File: src/rtl/uart_tx_arbiter.sv
// Round-robin arbiter sharing one UART transmitter among NUM_REQ byte producers,
// with optional inter-byte gap, per-requester burst lock and start timeout.
module uart_tx_arbiter #(
    parameter int NUM_REQ       = 4,
    parameter int GAP_CLKS      = 0,
    parameter int START_TIMEOUT = 16
) (
    input  logic                    clk,
    input  logic                    reset,
    input  logic [NUM_REQ-1:0]      req_i,
    input  logic [NUM_REQ-1:0]      lock_i,
    input  logic [NUM_REQ-1:0][7:0] data_i,
    output logic [NUM_REQ-1:0]      ack_o,
    output logic [NUM_REQ-1:0]      grant_o,
    output logic                    busy_o,
    output logic                    err_o,
    output logic                    tx_start_o,
    output logic [7:0]              tx_data_o,
    input  logic                    tx_busy_i,
    input  logic                    tx_done_i
);
    localparam int IW   = $clog2(NUM_REQ);
    localparam int CW   = IW + 1;
    localparam int MAXC = (GAP_CLKS > START_TIMEOUT) ? GAP_CLKS : START_TIMEOUT;
    localparam int TW   = $clog2(MAXC) + 1;
    localparam logic [TW-1:0] TO_LAST  = TW'(START_TIMEOUT - 1);
    localparam logic [TW-1:0] GAP_LAST = TW'(GAP_CLKS - 1);

    typedef enum logic [1:0] {IDLE, WAIT_BUSY, WAIT_DONE, GAP} state_t;

    state_t        state;
    logic [IW-1:0] last_idx;
    logic [IW-1:0] win_idx;
    logic          win_vld;
    logic [CW-1:0] cand;
    logic [TW-1:0] timer;
    logic          lock_hold;

    assign busy_o = (state != IDLE);

    always_comb begin
        win_vld = 1'b0;
        win_idx = last_idx;
        cand    = '0;
        if (lock_hold && req_i[last_idx]) begin
            win_vld = 1'b1;
        end else begin
            // scan farthest-first so the nearest requester after last_idx wins
            for (int i = NUM_REQ; i >= 1; i--) begin
                cand = CW'(last_idx) + CW'(i);
                if (cand >= CW'(NUM_REQ))
                    cand = cand - CW'(NUM_REQ);
                if (req_i[cand[IW-1:0]]) begin
                    win_vld = 1'b1;
                    win_idx = cand[IW-1:0];
                end
            end
        end
    end

    always_ff @(posedge clk or posedge reset) begin
        if (reset) begin
            state      <= IDLE;
            last_idx   <= IW'(NUM_REQ - 1);
            timer      <= '0;
            lock_hold  <= 1'b0;
            ack_o      <= '0;
            grant_o    <= '0;
            err_o      <= 1'b0;
            tx_start_o <= 1'b0;
            tx_data_o  <= '0;
        end else begin
            tx_start_o <= 1'b0;
            ack_o      <= '0;
            err_o      <= 1'b0;
            case (state)
                IDLE: begin
                    // a locked requester that drops its request gives up the lock
                    if (lock_hold && !req_i[last_idx])
                        lock_hold <= 1'b0;
                    if (win_vld) begin
                        tx_data_o         <= data_i[win_idx];
                        tx_start_o        <= 1'b1;
                        ack_o[win_idx]    <= 1'b1;
                        grant_o           <= '0;
                        grant_o[win_idx]  <= 1'b1;
                        last_idx          <= win_idx;
                        timer             <= '0;
                        lock_hold         <= 1'b0;
                        state             <= WAIT_BUSY;
                    end
                end
                WAIT_BUSY, WAIT_DONE: begin
                    if (tx_done_i) begin
                        lock_hold <= lock_i[last_idx];
                        timer     <= '0;
                        if (GAP_CLKS > 0) begin
                            state <= GAP;
                        end else begin
                            grant_o <= '0;
                            state   <= IDLE;
                        end
                    end else if (state == WAIT_BUSY) begin
                        if (tx_busy_i) begin
                            state <= WAIT_DONE;
                        end else if (timer == TO_LAST) begin
                            err_o     <= 1'b1;
                            grant_o   <= '0;
                            lock_hold <= 1'b0;
                            state     <= IDLE;
                        end else begin
                            timer <= timer + 1'b1;
                        end
                    end
                end
                GAP: begin
                    if (timer == GAP_LAST) begin
                        grant_o <= '0;
                        state   <= IDLE;
                    end else begin
                        timer <= timer + 1'b1;
                    end
                end
                default: state <= IDLE;
            endcase
        end
    end
endmodule

File: config.mk
export PLATFORM = sky130hd
export DESIGN_NAME = uart_tx_arbiter
export DESIGN_NICKNAME = d
export VERILOG_FILES = /design/src/rtl/uart_tx_arbiter.sv
export SDC_FILE = /design/constraint.sdc
export NUM_CORES = 1
export LEC_CHECK = 0
export CAP_MARGIN = 30
export CORE_ASPECT_RATIO = 0.75
export CORE_MARGIN = 10
export CORE_UTILIZATION = 35
export DETAILED_ROUTE_END_ITERATION = 6
export GPL_ROUTABILITY_DRIVEN = 0
export HOLD_SLACK_MARGIN = 0.05
export PLACE_DENSITY_LB_ADDON = 0.25
export SLEW_MARGIN = 10
export SYNTH_ARGS = -nofsm -noshare
export SYNTH_HDL_FRONTEND = slang
export SYNTH_SLANG_ARGS = --single-unit
File: constraint.sdc
create_clock -name clk -period 2.7 [get_ports clk]
set_clock_uncertainty 0.15 [all_clocks]
set_input_delay 0.81 -clock clk [delete_from_list [all_inputs] [get_ports clk]]
set_output_delay 0.81 -clock clk [all_outputs]
set_load 0.02 [all_outputs]
Yosys cells after proc, flatten, opt, wreduce, memory -nomap -nowiden --
Cells that the tools add are included.
Storage, ports and cells: memories kept 0, memory bits (read-only) 0, logic and storage cells 127, output and inout port bits 19, input port bits 44, bits in latches 0, memory bits (writable) 0, bits in registers 28
Operators by class: equality and inequality tests 14, multiply operators 0, $add $sub $neg 9, mux-type cells 71, reductions and logical operators 13, bitwise logic cells 0, shifts and indexed selects 0, magnitude comparators 11, div/mod/pow operators 0
Operators by type and width (number):
- $mux 2 | 19
- $mux 4 | 8
- $mux 5 | 6
- $mux 1 | 25
- $lt 2x3->1 const B | 6
- $bmux 8 s2 | 1
- $ne 3x3->1 const B | 5
- $pmux 5 s3 | 1
- $reduce_and 5->1 | 3
- $bmux 1 s2 | 6
- $ge 3x3->1 const B | 4
- $pmux 4 s3 | 1
- $mux 8 | 1
- $sub 2x1->2 const B | 4
- $add 2x2->3 const B | 2
- $ne 2x2->1 const B | 3
- $pmux 2 s3 | 1
- $add 5x1->5 const B | 1
- $eq 5x4->1 const B | 1
- $eq 5x5->1 const B | 1
- $eq 2x2->1 const B | 2
- $ne 4x4->1 const B | 1
- $reduce_and 4->1 | 1
- $reduce_bool 2->1 | 2
- other kinds (11) | 13

Logic depth before layout (Yosys ltp) --
depth in word-level cells 17, gate-level depth with buffers 9, mapped depth without buffers 8

Worst setup path before layout --
Ideal clock, no wire load.
kind input port to flip-flop, start input port req_i[0], end register tx_data_o[0], arrival 2.143 ns, buffers on the path 2, setup time 0.096 ns, stages 8, data required time 2.454 ns, setup slack 0.311 ns, cell sequence nand2b_1 > o221ai_2 > a2111oi_4 > buf_6 > xnor2_2 > buf_6 > nand2_1 > a311oi_2
Between the ends: word-level cells in the longest chain between the ends 9, elaborated cells between the ends (all ways) 24, those cells by class mux (22); reduce/logical (2)
RTL lines:
- from (decl) | line 10 | input logic [NUM_REQ-1:0] req_i,
- $bmux 1 s2 | line 53 | if (req_i[cand[IW-1:0]]) begin
- $mux 1 (implied by the code) | line 53
- $mux 2 (4 in a row) | line 53
- $mux 2 | line 45 | if (lock_hold && req_i[last_idx]) begin
- $bmux 8 s2 | line 82 | tx_data_o <= data_i[win_idx];
- $mux 8 (implied by the code) | line 82
- to (signal assigned) | line 82
- to (decl) | line 18 | output logic [7:0] tx_data_o,
Parallel ways exist; a longest one is shown, timed or not. The select of a mux whose other input is x is not followed. A chain may end at the register's enable or synchronous reset.

Worst setup path in the final report --
start input port req_i[3], end register tx_data_o[0]
The elaborated chain is that of the path after synthesis.

==> out/summary.md <==
The run finished with clean final reports. The logs give 4980 sq um for the core area and -0.371 ns for the setup slack after placement. Detailed routing inserted a total of 1880 vias. Timing would allow up to 396 MHz.

The run gives 0 as the aggregate global routing overflow. The detailed-route DRC error count came out at 0. The count of buffers from port buffering works out to 62. TritonCTS built the clock tree. The worst path meets setup with 0.174 ns of slack. The clock net in this run drives a total of 28 sinks. The first detailed-routing pass ran for 4 iterations.

The element type at the critical path end was a flip-flop. The total length of routed wires is 5590 microns. Overall fraction of global-route tracks in use: 12.7%. Largest area contributor in the synthesized netlist: sky130_fd_sc_hd__dfrtp_1.

At the pin with the least slew margin, the transition time is 0.616 ns. Of the cells placed in the final design, the portion with a size suffix greater than 1 is 18.7%. After detailed placement, the design holds a cell count of 376. The via count of the first global-routing pass was 1907; the cell depth of the worst flop-to-flop path was 8. Detailed router's first-iteration violation count: 79.

The worst ir drop on vdd is 0.000633 V. The dominant register cell in the synthesized netlist was sky130_fd_sc_hd__dfrtp_1. The critical path capture point is tx_data_o[0]. The leakage dissipation is 1.23 nW, and the count of flip-flops with a built-in enable after synthesis is 0.

The height of the die is 82.8 microns, and the mean post-synth cell area is 8.22 sq um. Register-to-register setup slack: 0.28 ns. Data on the critical path is required at its endpoint by 2.74 ns. Cells fill 56.7% of the core in the end.

At the later pin of the worst-skew pair, clock insertion delay measures 0.28 ns. The hold violation count in the final report was 0; the number of synthesized register bits was 28. The worst flop-to-flop path endpoint was tx_data_o[0]. Data on the critical path arrives at its endpoint at 2.56 ns. Grouping stages by cell kind, the critical path spends the most delay in buffers and inverters. Counting along the longest clock path gives a buffer depth of 2. For the max-slew violation count, the log shows 0. The first global-routing pass estimated 9360 microns of wire. In the routed layout, each cell is associated on average with a via count of 4.92. Of the synthesized area, sequential elements account for 38.2%. Number of warnings reported in the yosys synthesis log: 0. The number of buffers created by CTS was 3. The slowest stage of the critical path is the sky130_fd_sc_hd__or3_1 cell. Max-cap violations in this run came to 0. Entering global routing, the biggest net connects 29 pins. Total power divided by cell area: 1190 nW/um^2. The signal on the critical path passes through dlygate4sd2_1 -> or3_1 -> o31ai_2 -> a2111oi_4 -> buf_4 -> xnor2_2 -> buf_6 -> nand2_1 -> a311oi_2.

Clock-pin slew was measured on the worst setup and hold paths at 0.10 ns. For the post-route antenna net violation count, the log shows 0. Compared with the post-synthesis result, the final layout area differs by 53.5%. The beginning of the worst register-to-register path is last_idx[0]. The initial antenna violation count came out at 0. For this run, the post-layout net count is 361. The maximum fanout along the worst path came out at 6. The starting density of the core is 37.0%, and the share of flip-flops with an asynchronous set or reset is 100%. Worst slew margin relative to its limit: 58.5%. Tracing the worst setup path back leads to its startpoint at req_i[3]. Clock root buffer master: sky130_fd_sc_hd__clkbuf_8.

Post-synthesis cell area: 1840 sq um. Counting distinct cell types in the post-synthesis netlist gives 41. The largest single stage delay on the critical path is 0.39 ns. The number of hold-repair buffers added at the cts stage was 0; the logic depth of the worst path, buffers included was 9. The top cell type's share of synthesized area came out at 35.3%. The detail-routed net length per standard cell came out at 14.6 microns. Setup repair after global routing left no endpoint under its margin. After synthesis, the cell types taking the most area are sky130_fd_sc_hd__dfrtp_1, sky130_fd_sc_hd__nand2_1, sky130_fd_sc_hd__a21oi_1.

The finished cells cover 2830 sq um. The number of nets in the synthesized netlist is 274, and the final non-filler cell total is 382. The floorplan step defined a die boundary enclosing 8590 sq um.

The final setup violation count was 0; the buffering stage count on the worst path with inverters included was 3. The horizontal die dimension is 104 microns. By startpoint and endpoint, the worst setup path is classified as in2reg. The path category of the worst min-delay check is reg2reg. The logs give 0 for the antenna diode instance count and 22 for the standard-cell row count.

STA classifies the critical path startpoint as an input port. Counting I/O delays and the setup requirement, the final critical path takes 2.53 ns. The post-DP HPWL is 4380 microns, and the maximum level of the CTS H-tree is 1.

Number of ports placed on the die boundary: 63. Synthesis handed over a netlist of 224 instances. The placed instance area was 2710 sq um.

The final period utilization works out to 93.6%.
metal layers:
layer | GRT usage, % | vias to the layer above | part of all wire (%)
met5 | 0 | - | 0
met4 | 1.13 | 0 | 0.18
met3 | 5.25 | 2 | 7.6
met2 | 18.8 | 54 | 44
met1 | 17.3 | 875 | 48
li1 | - | 949 | -
cell usage after synthesis (3+ instances only):
cell and number:
sky130_fd_sc_hd__inv_1 7, sky130_fd_sc_hd__nor3_1 9, sky130_fd_sc_hd__a311oi_2 6, sky130_fd_sc_hd__a21oi_1 22, sky130_fd_sc_hd__nor2b_1 3, sky130_fd_sc_hd__clkbuf_1 4, sky130_fd_sc_hd__dfrtp_1 26, sky130_fd_sc_hd__o21ai_0 9
sky130_fd_sc_hd__nand2b_1 5, sky130_fd_sc_hd__nor2_1 19, sky130_fd_sc_hd__nand3_1 5, sky130_fd_sc_hd__nand2_1 63, sky130_fd_sc_hd__ha_1 6
through the flow:
| stage | total power [mW] | hold WS (ns) | setup TNS [ns] |
|---|---|---|---|
| after floorplan | 2.08 | 0.315 | 0 |
| after global placement | 2.84 | 0.344 | -3.97 |
| after detailed placement | 2.88 | 0.347 | -4.58 |
| after CTS | 3.34 | 0.363 | 0 |
| after global routing | 3.65 | 0.401 | 0 |
| final | 3.35 | 0.360 | 0 |
worst min-delay path by stage:
stage,startpoint,endpoint,cells after the start
global placement,timer[2],timer[2],1
global route,timer[2],timer[2],1
CTS,timer[2],timer[2],1
finish,grant_o[0],grant_o[0],2
floorplan,timer[2],timer[2],1
detailed placement,grant_o[0],grant_o[0],2
registers in the layout, summed over array words and instances (netlist names):
| signal | cells |
|---|---|
| last_idx | 2 |
| ack_o | 4 |
| timer | 5 |
| lock_hold | 1 |
| tx_data_o | 8 |
| tx_start_o | 1 |
| grant_o | 4 |
| err_o | 1 |
| state | 2 |
layout by cell type (no fill, tap or decap), types with 2 or more instances in the layout:
master,count
sky130_fd_sc_hd__dfstp_2,2
sky130_fd_sc_hd__o21ai_0,9
sky130_fd_sc_hd__a21oi_2,2
sky130_fd_sc_hd__or3_1,2
sky130_fd_sc_hd__and2_1,2
sky130_fd_sc_hd__ha_1,6
sky130_fd_sc_hd__dfrtp_1,26
sky130_fd_sc_hd__nand2b_1,5
sky130_fd_sc_hd__nor2_1,19
sky130_fd_sc_hd__nand2_1,62
sky130_fd_sc_hd__xnor2_2,2
sky130_fd_sc_hd__a311oi_2,8
sky130_fd_sc_hd__buf_4,28
sky130_fd_sc_hd__dlygate4sd2_1,4
sky130_fd_sc_hd__o21ai_1,2
sky130_fd_sc_hd__a22o_1,2
sky130_fd_sc_hd__nand3_1,5
sky130_fd_sc_hd__o221ai_2,2
sky130_fd_sc_hd__clkbuf_8,3
sky130_fd_sc_hd__nor2b_1,3
sky130_fd_sc_hd__buf_6,2
sky130_fd_sc_hd__o31ai_1,2
sky130_fd_sc_hd__a21oi_1,21
sky130_fd_sc_hd__inv_1,7
sky130_fd_sc_hd__nor3_1,9
sky130_fd_sc_hd__clkdlybuf4s50_1,57
report_power, final:
group          switching, mW  total [mW]  internal, mW
logic                   1.22        2.31          1.09
clock network          0.139       0.338         0.199
registers              0.117       0.704         0.587
total                   1.48        3.35          1.88
cell type report:
class                   instances  area (sq um)
clock buffers                   3          41.3
well taps                      72          90.1
inverters                       8          30.0
multi-input cells             178          1080
fillers                       454          2160
flip-flops and latches         28           703
clock inverters                 1          30.0
repair buffers                 92           851
worst register-to-register path: stages (launching register included):
cell	delay [ns]
sky130_fd_sc_hd__dfstp_2	0.64
sky130_fd_sc_hd__inv_2	0.19
sky130_fd_sc_hd__o31ai_2	0.39
sky130_fd_sc_hd__a2111oi_4	0.09
sky130_fd_sc_hd__buf_4	0.18
sky130_fd_sc_hd__xnor2_2	0.21
sky130_fd_sc_hd__buf_6	0.16
sky130_fd_sc_hd__nand2_1	0.07
sky130_fd_sc_hd__a311oi_2	0.26
cells by family after synthesis:
| family | Yosys count | share of synthesized area [%] |
|---|---|---|
| AO/OA/AOI/OAI | 54 | 22.8 |
| XOR/XNOR | 3 | 1.83 |
| adder cells (fa/ha/maj) | 6 | 4.08 |
| buffers and inverters | 18 | 4.89 |
| flip-flops | 28 | 38.2 |
| multiplexers | 2 | 1.83 |
| AND/OR/NAND/NOR | 113 | 26.4 |
timing repair:
| item | 4_1_cts | 5_1_grt |
|---|---|---|
| pin swaps | 0 | 0 |
| hold endpoints to repair | 0 | 0 |
| setup buffers | 1 | 0 |
| resized for setup | 9 | 5 |
| cloned | 1 | 0 |
| endpoints found under the setup margin | 9 | 13 |
No activity file was read; power rests on OpenSTA's default activity.
